===== src/rtl/spi_deserializer.sv =====
// SPI peripheral receive path: pin synchronizers, SCK/CS_N edge strobes,
// MSB-first shift into DW-bit words presented on a valid/ready register.
//
// Ports:
//   clk, rst            system clock, synchronous active-high reset
//   sck_i/cs_n_i/mosi_i raw asynchronous SPI pins
//   data_o/valid_o      received word and its valid flag
//   ready_i             consumer accepts data_o when valid_o && ready_i
//   overrun_o           pulse: completed word dropped (register full)
//   frame_err_o         pulse: CS_N rose with a partial word
//   busy_o              synchronized CS_N is low
//   sck_*_edge_o        SCK sample/shift strobes while selected
//   cs_n_*_edge_o       CS_N falling/rising strobes
module spi_deserializer #(
    parameter int DW          = 8,
    parameter int CPOL        = 0,
    parameter int CPHA        = 0,
    parameter int SYNC_STAGES = 2
) (
    input  logic          clk,
    input  logic          rst,
    input  logic          sck_i,
    input  logic          cs_n_i,
    input  logic          mosi_i,
    output logic [DW-1:0] data_o,
    output logic          valid_o,
    input  logic          ready_i,
    output logic          overrun_o,
    output logic          frame_err_o,
    output logic          busy_o,
    output logic          sck_sample_edge_o,
    output logic          sck_shift_edge_o,
    output logic          cs_n_falling_edge_o,
    output logic          cs_n_rising_edge_o
);

    localparam int   CW          = (DW > 1) ? $clog2(DW) : 1;
    localparam logic SCK_IDLE    = (CPOL != 0);
    localparam logic SAMPLE_RISE = (CPOL == CPHA);

    logic [SYNC_STAGES-1:0] sck_sync_q, sck_sync_d;
    logic [SYNC_STAGES-1:0] cs_sync_q, cs_sync_d;
    logic [SYNC_STAGES-1:0] mosi_sync_q, mosi_sync_d;
    logic sck_hist_q, sck_hist_d;
    logic cs_hist_q, cs_hist_d;
    logic mosi_hist_q, mosi_hist_d;

    logic samp_stb_q, samp_stb_d;
    logic shift_stb_q, shift_stb_d;
    logic csf_stb_q, csf_stb_d;
    logic csr_stb_q, csr_stb_d;

    logic [DW-1:0] shreg_q, shreg_d;
    logic [CW-1:0] cnt_q, cnt_d;
    logic [DW-1:0] data_q, data_d;
    logic valid_q, valid_d;
    logic ovr_q, ovr_d;
    logic ferr_q, ferr_d;

    logic sck_last, cs_last, mosi_last;
    logic sck_rise, sck_fall, sel;
    logic consume;

    // Synchronizers and edge detection
    always_comb begin
        sck_sync_d  = {sck_sync_q[SYNC_STAGES-2:0], sck_i};
        cs_sync_d   = {cs_sync_q[SYNC_STAGES-2:0], cs_n_i};
        mosi_sync_d = {mosi_sync_q[SYNC_STAGES-2:0], mosi_i};

        sck_last  = sck_sync_q[SYNC_STAGES-1];
        cs_last   = cs_sync_q[SYNC_STAGES-1];
        mosi_last = mosi_sync_q[SYNC_STAGES-1];

        sck_hist_d  = sck_last;
        cs_hist_d   = cs_last;
        mosi_hist_d = mosi_last;

        sck_rise = sck_last & ~sck_hist_q;
        sck_fall = ~sck_last & sck_hist_q;
        // A CS_N rise in this cycle leaves cs_last high, masking SCK.
        sel      = ~cs_last;

        samp_stb_d  = sel & (SAMPLE_RISE ? sck_rise : sck_fall);
        shift_stb_d = sel & (SAMPLE_RISE ? sck_fall : sck_rise);
        csf_stb_d   = ~cs_last & cs_hist_q;
        csr_stb_d   = cs_last & ~cs_hist_q;
    end

    // Shift register, bit counter and output register.
    // The strobes are registered, so mosi_hist_q is the MOSI level that
    // was in the last sync stage when the sample edge was detected.
    always_comb begin
        shreg_d = shreg_q;
        cnt_d   = cnt_q;
        data_d  = data_q;
        valid_d = valid_q;
        ovr_d   = 1'b0;
        ferr_d  = 1'b0;
        consume = valid_q & ready_i;

        if (consume) begin
            valid_d = 1'b0;
        end

        if (csf_stb_q) begin
            cnt_d   = '0;
            shreg_d = '0;
        end else if (csr_stb_q) begin
            cnt_d = '0;
            if (cnt_q != '0) begin
                ferr_d = 1'b1;
            end
        end else if (samp_stb_q) begin
            shreg_d = {shreg_q[DW-2:0], mosi_hist_q};
            if (cnt_q == CW'(DW - 1)) begin
                cnt_d = '0;
                if (!valid_q || consume) begin
                    data_d  = shreg_d;
                    valid_d = 1'b1;
                end else begin
                    ovr_d = 1'b1;
                end
            end else begin
                cnt_d = cnt_q + 1'b1;
            end
        end
    end

    always_ff @(posedge clk) begin
        if (rst) begin
            sck_sync_q  <= {SYNC_STAGES{SCK_IDLE}};
            cs_sync_q   <= {SYNC_STAGES{1'b1}};
            mosi_sync_q <= '0;
            sck_hist_q  <= SCK_IDLE;
            cs_hist_q   <= 1'b1;
            mosi_hist_q <= 1'b0;
            samp_stb_q  <= 1'b0;
            shift_stb_q <= 1'b0;
            csf_stb_q   <= 1'b0;
            csr_stb_q   <= 1'b0;
            shreg_q     <= '0;
            cnt_q       <= '0;
            data_q      <= '0;
            valid_q     <= 1'b0;
            ovr_q       <= 1'b0;
            ferr_q      <= 1'b0;
        end else begin
            sck_sync_q  <= sck_sync_d;
            cs_sync_q   <= cs_sync_d;
            mosi_sync_q <= mosi_sync_d;
            sck_hist_q  <= sck_hist_d;
            cs_hist_q   <= cs_hist_d;
            mosi_hist_q <= mosi_hist_d;
            samp_stb_q  <= samp_stb_d;
            shift_stb_q <= shift_stb_d;
            csf_stb_q   <= csf_stb_d;
            csr_stb_q   <= csr_stb_d;
            shreg_q     <= shreg_d;
            cnt_q       <= cnt_d;
            data_q      <= data_d;
            valid_q     <= valid_d;
            ovr_q       <= ovr_d;
            ferr_q      <= ferr_d;
        end
    end

    assign data_o              = data_q;
    assign valid_o             = valid_q;
    assign overrun_o           = ovr_q;
    assign frame_err_o         = ferr_q;
    assign busy_o              = ~cs_sync_q[SYNC_STAGES-1];
    assign sck_sample_edge_o   = samp_stb_q;
    assign sck_shift_edge_o    = shift_stb_q;
    assign cs_n_falling_edge_o = csf_stb_q;
    assign cs_n_rising_edge_o  = csr_stb_q;

endmodule


===== config.mk =====
export PLATFORM = sky130hd
export DESIGN_NAME = spi_deserializer
export DESIGN_NICKNAME = d
export VERILOG_FILES = /design/src/rtl/spi_deserializer.sv
export SDC_FILE = /design/constraint.sdc
export NUM_CORES = 1
export LEC_CHECK = 0
export ABC_AREA = 1
export ABC_CLOCK_PERIOD_IN_PS = 3000
export BUFFER_PORTS_ARGS = -buffer_cell sky130_fd_sc_hd__buf_4
export CAP_MARGIN = 30
export CELL_PAD_IN_SITES_DETAIL_PLACEMENT = 0
export CELL_PAD_IN_SITES_GLOBAL_PLACEMENT = 1
export CORE_UTILIZATION = 41
export CTS_CLUSTER_DIAMETER = 120
export DETAILED_ROUTE_END_ITERATION = 12
export GPL_TIMING_DRIVEN = 1
export MAX_ROUTING_LAYER = met4
export PLACE_DENSITY_LB_ADDON = 0.1
export SYNTH_ARGS = -nofsm -noshare
export SYNTH_HDL_FRONTEND = slang
export SYNTH_SLANG_ARGS = --single-unit

===== constraint.sdc =====
create_clock -name clk -period 3 [get_ports clk]
set_input_delay 0.6 -clock clk [delete_from_list [all_inputs] [get_ports clk]]
set_output_delay 0.6 -clock clk [all_outputs]
set_load 0.02 [all_outputs]

## Word level (Yosys, flattened, before mapping)

Index checks and enable logic that the tools add are counted.

| cells by class | value |
|---|---|
| add/subtract/negate cells | 1 |
| equal/unequal tests | 1 |
| mux-type cells | 9 |
| bitwise logic cells | 15 |
| reductions and logical operators | 9 |

Operator list:

| operator | count |
|---|---|
| $mux 1 | 8 |
| $not 1->1 | 8 |
| $and 1x1->1 | 7 |
| $reduce_or 3->1 | 2 |
| $reduce_and 5->1 | 1 |
| $reduce_or 5->1 | 1 |
| $add 3x1->3 const B | 1 |
| $eq 3x3->1 const B | 1 |
| $mux 3 | 1 |
| $reduce_bool 3->1 | 1 |
| $reduce_and 2->1 | 1 |
| $reduce_or 2->1 | 1 |
| $logic_not 1->1 | 1 |
| $logic_or 1x1->1 | 1 |

| word-level totals | value |
|---|---|
| register bits after elaboration | 34 |
| bits of input ports | 6 |
| logic and storage cells | 51 |

## Depth between registers and ports, before layout

| logic depth | value |
|---|---|
| depth after elaboration | 7 |
| gate-level depth with buffers | 9 |

## Worst setup path before layout

Ideal clock, no wire load.

| path | value |
|---|---|
| path kind | reg-to-reg |
| start point | register cnt_q[0] |
| end point | register data_q[6], in the netlist data_o[6] |
| setup time | 0.113 ns |
| data arrival time | 1.203 ns |
| data required time | 2.887 ns |
| slack | 1.685 ns |
| cell stages (with the launch flop) | 10 |
| path buffers | 1 |
| period minus slack after synthesis | 1.315 ns |
| cells stage by stage | dfxtp_1 > ha_1 > ha_1 > nand2_1 > clkinv_1 > nand3_4 > buf_6 > nand2_1 > nand2_1 > nor2_1 |

| between the ends | value |
|---|---|
| longest elaborated chain between the ends | 2 |

Ends and longest elaborated chain:

| item | RTL line | text |
|---|---|---|
| from (decl) | 54 | `logic [CW-1:0] cnt_q, cnt_d;` |
| from (signal assigned) | 159 | `cnt_q <= cnt_d;` |
| $eq 3x3->1 | 115 | `if (cnt_q == CW'(DW - 1)) begin` |
| $reduce_and 5->1 (no line) | -- |  |
| to (signal assigned) | 160 | `data_q <= data_d;` |
| to (decl) | 55 | `logic [DW-1:0] data_q, data_d;` |

No other way between the ends.
A chain may end at the register's enable or synchronous reset.

## Final worst setup path

| path | value |
|---|---|
| start point | register csr_stb_q, in the netlist cs_n_rising_edge_o |
| end point | output port cs_n_rising_edge_o |

RTL lines:

| item | RTL line | text |
|---|---|---|
| from (decl) | 51 | `logic csr_stb_q, csr_stb_d;` |
| from (signal assigned) | 157 | `csr_stb_q <= csr_stb_d;` |
| to (decl) | 34 | `output logic cs_n_rising_edge_o` |

No word-level cell between the ends.

==> qor.txt <==
Run status: complete, no violations
Count of placed standard cells in the final layout, fillers left out: 210
CTS H-tree lvls: 2
Layout fillers: 290
Clock transition at path regs: 0.10 ns
Total area of multi-input combinational cells: 419.2 um^2
Inserted Clock Buffers: 5
Detail Placement HPWL: 1400 um
Clock sink count: 34
Mapped Nets: 161
Vias per cell: 4.448
Cell type with the highest aggregate area in the netlist: sky130_fd_sc_hd__dfxtp_1
Hold Fails Final Rpt: 0
Leakage Power: 0.7386 nW
R2r setup slk: 1.61 ns
Combined area of all synthesized cells: 1209 um^2
Post-synthesis share of cell area spent on full adders, half adders and majority gates: 3.106%
Clock tree from TritonCTS: built
Average size of a mapped cell: 7.952 um^2
Slew Limit Headroom: 66.80%
Synth Instances: 152
Unrepaired setup endpoints after global routing: no
Post-synthesis simple-gate area fraction: 26.40%
Required time at the worst-slack endpoint: 2.40 ns
Detailed-router iteration count before antenna repair: 4
Clock Tree Root: sky130_fd_sc_hd__clkbuf_4
Placeable core region: 2781 um^2
Number of top-level pins: 22
Initial Utilization: 43.45%
Number of nets with antenna violations after routing: 0
Capturing element type of the critical path: primary output
Maximum fanout encountered on the critical timing path: 4
Final hold slack: 0.4100 ns
Die area: 3169 um^2
Sequential cell area: 680.7 um^2
Via count: 934
Count of state elements after synthesis: 34
Global-route wire length before repair: 3422 um
Worst path buffer plus inverter count: 1
Drt drc: 0
Congestion Overflow GR: 0
Yosys warning count: 0
Maximum buffer depth of the clock tree: 2
Number of pins exceeding their max-slew limit in the final report: 0
Mux contribution to synthesized area: 0%
Share of the synthesized area in the top cell type: 56.31%
Setup violation total in the final timing report: 0
DR iter-0 viols: 21
Insertion delay of the later-clocked pin in the worst-skew pair: 0.31 ns
Total global routing track utilization: 14.70%
Highest achievable clock rate: 643.0 MHz
Worst clock skew: 0.005008 ns
Cts-stage hold buffer count: 0
Final non-filler cell area: 1450 um^2
Chip height: 56.30 um
Nets: 187
Worst Setup Start Kind: flop
Final critical delay including setup and external delays: 1.555 ns
Compound-cell area share of the yosys netlist: 5.176%
Final weighted congestion of routability-driven global placement: 0.7291
Cells along the critical path: buf_4
TNS Setup: 0 ns
Post-placement cell count: 202
Arrival time worst endpoint: 0.96 ns
Proportion of layout cells with a drive suffix above 1: 18.44%
Sequential element share of the synthesized area: 56.31%
Tightest Pin Transition: 0.4962 ns
Total detailed-routing wirelength: 1902 um
Area Growth Syn to Fin: 19.98%
Type of the setup path with the least slack: reg -> out
Number of inserted diodes: 0
# Max-Cap Violations: 0
Cells taking the most area after synthesis: sky130_fd_sc_hd__dfxtp_1 56%, sky130_fd_sc_hd__nor2_1 12%, sky130_fd_sc_hd__nand2_1 8.4%, sky130_fd_sc_hd__inv_1 7.1%, sky130_fd_sc_hd__ha_1 3.1%
Placement-stage cell area: 1390 um^2
Delay of the slowest cell on the worst path: 0.46 ns
Die X: 56.30 um
Via count of the first global-routing pass: 838
Xor and xnor area share after synthesis: 0%
Routed length per placed instance: 9.057 um
Kind of cell with the highest combined delay on the critical path: flip-flops
Number of resized instances in the post-cts repair step: 0
Power density relative to cell area: 506.9 nW/um^2
Count of unique library cells instantiated by Yosys: 16
Final clock period utilization by the worst path: 51.84%
Worst ir drop on vdd: 0.0003372 V
Max stage delay cell, worst path: sky130_fd_sc_hd__dfxtp_1
Largest family of logic cells by synthesized area: simple AND/OR/NAND/NOR gates
Type of the tightest min-delay check: reg -> reg
IO Port Bufs: 21
Setup fix buffers added after clock tree synthesis: 0
Pin count of the biggest net entering global routing: 17
Initial antenna violation count: 0
Row cnt: 19
## routing by layer
layer	GRT usage (%)	share of wire, %	up-vias
met1	18.76	49	402
met3	4.839	4.2	4
met4	7.317	1.7	0
met2	20.92	45	21
li1	-	-	507
met5	-	0	-
## cell type report
class | instances | share of cell area (%)
sequential | 34 | 46.94
multi-input combinational | 91 | 28.90
clock inverter | 1 | 0.3451
clock buffer | 7 | 3.796
inverter | 25 | 6.471
tap | 31 | 2.675
timing repair buffer | 21 | 10.87
## sequential cells by signal, indices dropped and copies added, names as in the netlist, 2 cells and up
register / flops
cnt_q: 3
cs_sync_q: 2
data_o: 8
mosi_sync_q: 2
sck_sync_q: 2
shreg_q: 7
## through the flow
step                      worst slack [ns]  power [mW]  utilization [%]
after floorplan                      1.685      0.4838                -
after global placement               1.503      0.4940            49.98
after detailed placement             1.474      0.4947            49.98
after CTS                            1.425      0.7529            52.14
after global routing                 1.375      0.7718            52.14
final                                1.445      0.7351            52.14
## path summary, 6_finish.rpt
kind | start | to | cells after the start
worst max-delay path | cs_n_rising_edge_o$_SDFF_PP0_ | cs_n_rising_edge_o | 1
worst min-delay path | sck_sync_q[0]$_SDFF_PP0_ | sck_sync_q[1]$_SDFF_PP0_ | 2
worst max register to register | cnt_q[0]$_SDFFE_PP0P_ | data_o[1]$_SDFFE_PP0P_ | 8
worst min register to register | sck_sync_q[0]$_SDFF_PP0_ | sck_sync_q[1]$_SDFF_PP0_ | 2
## layout by cell type (no fill, tap or decap), types with 2 or more instances in the layout
cell / instances
sky130_fd_sc_hd__o21ai_0: 7
sky130_fd_sc_hd__or2_2: 2
sky130_fd_sc_hd__clkbuf_4: 5
sky130_fd_sc_hd__dfxtp_1: 34
sky130_fd_sc_hd__nand2_1: 27
sky130_fd_sc_hd__buf_4: 21
sky130_fd_sc_hd__nor2_1: 40
sky130_fd_sc_hd__inv_1: 23
sky130_fd_sc_hd__a21oi_1: 4
sky130_fd_sc_hd__nor3_1: 4
sky130_fd_sc_hd__ha_1: 3
sky130_fd_sc_hd__clkinv_1: 2
## power breakdown
group	switching, mW	total (mW)	internal, mW	leakage [nW]
combinational	0.0143	0.0240	0.00969	0.428
clock	0.138	0.251	0.114	0.0353
sequential	0.00266	0.460	0.457	0.276
total	0.155	0.735	0.581	0.739
## cells in the mapped netlist (all sizes together)
cell type,n
or2,2
a21oi,4
ha,3
nor3,4
a211oi,1
buf,1
nand3,1
dfxtp,34
clkinv,2
nor2,42
o21ai,7
nand2,27
clkbuf,1
inv,23
## cells by family (layout without fill, tap and decap cells)
kind of cell / after synthesis / after routing
compound gates: 12 / 12
fa+ha+maj: 3 / 3
buf+inv: 27 / 54
flops: 34 / 34
simple gates: 76 / 76
Power figures use the tool's default switching activity.
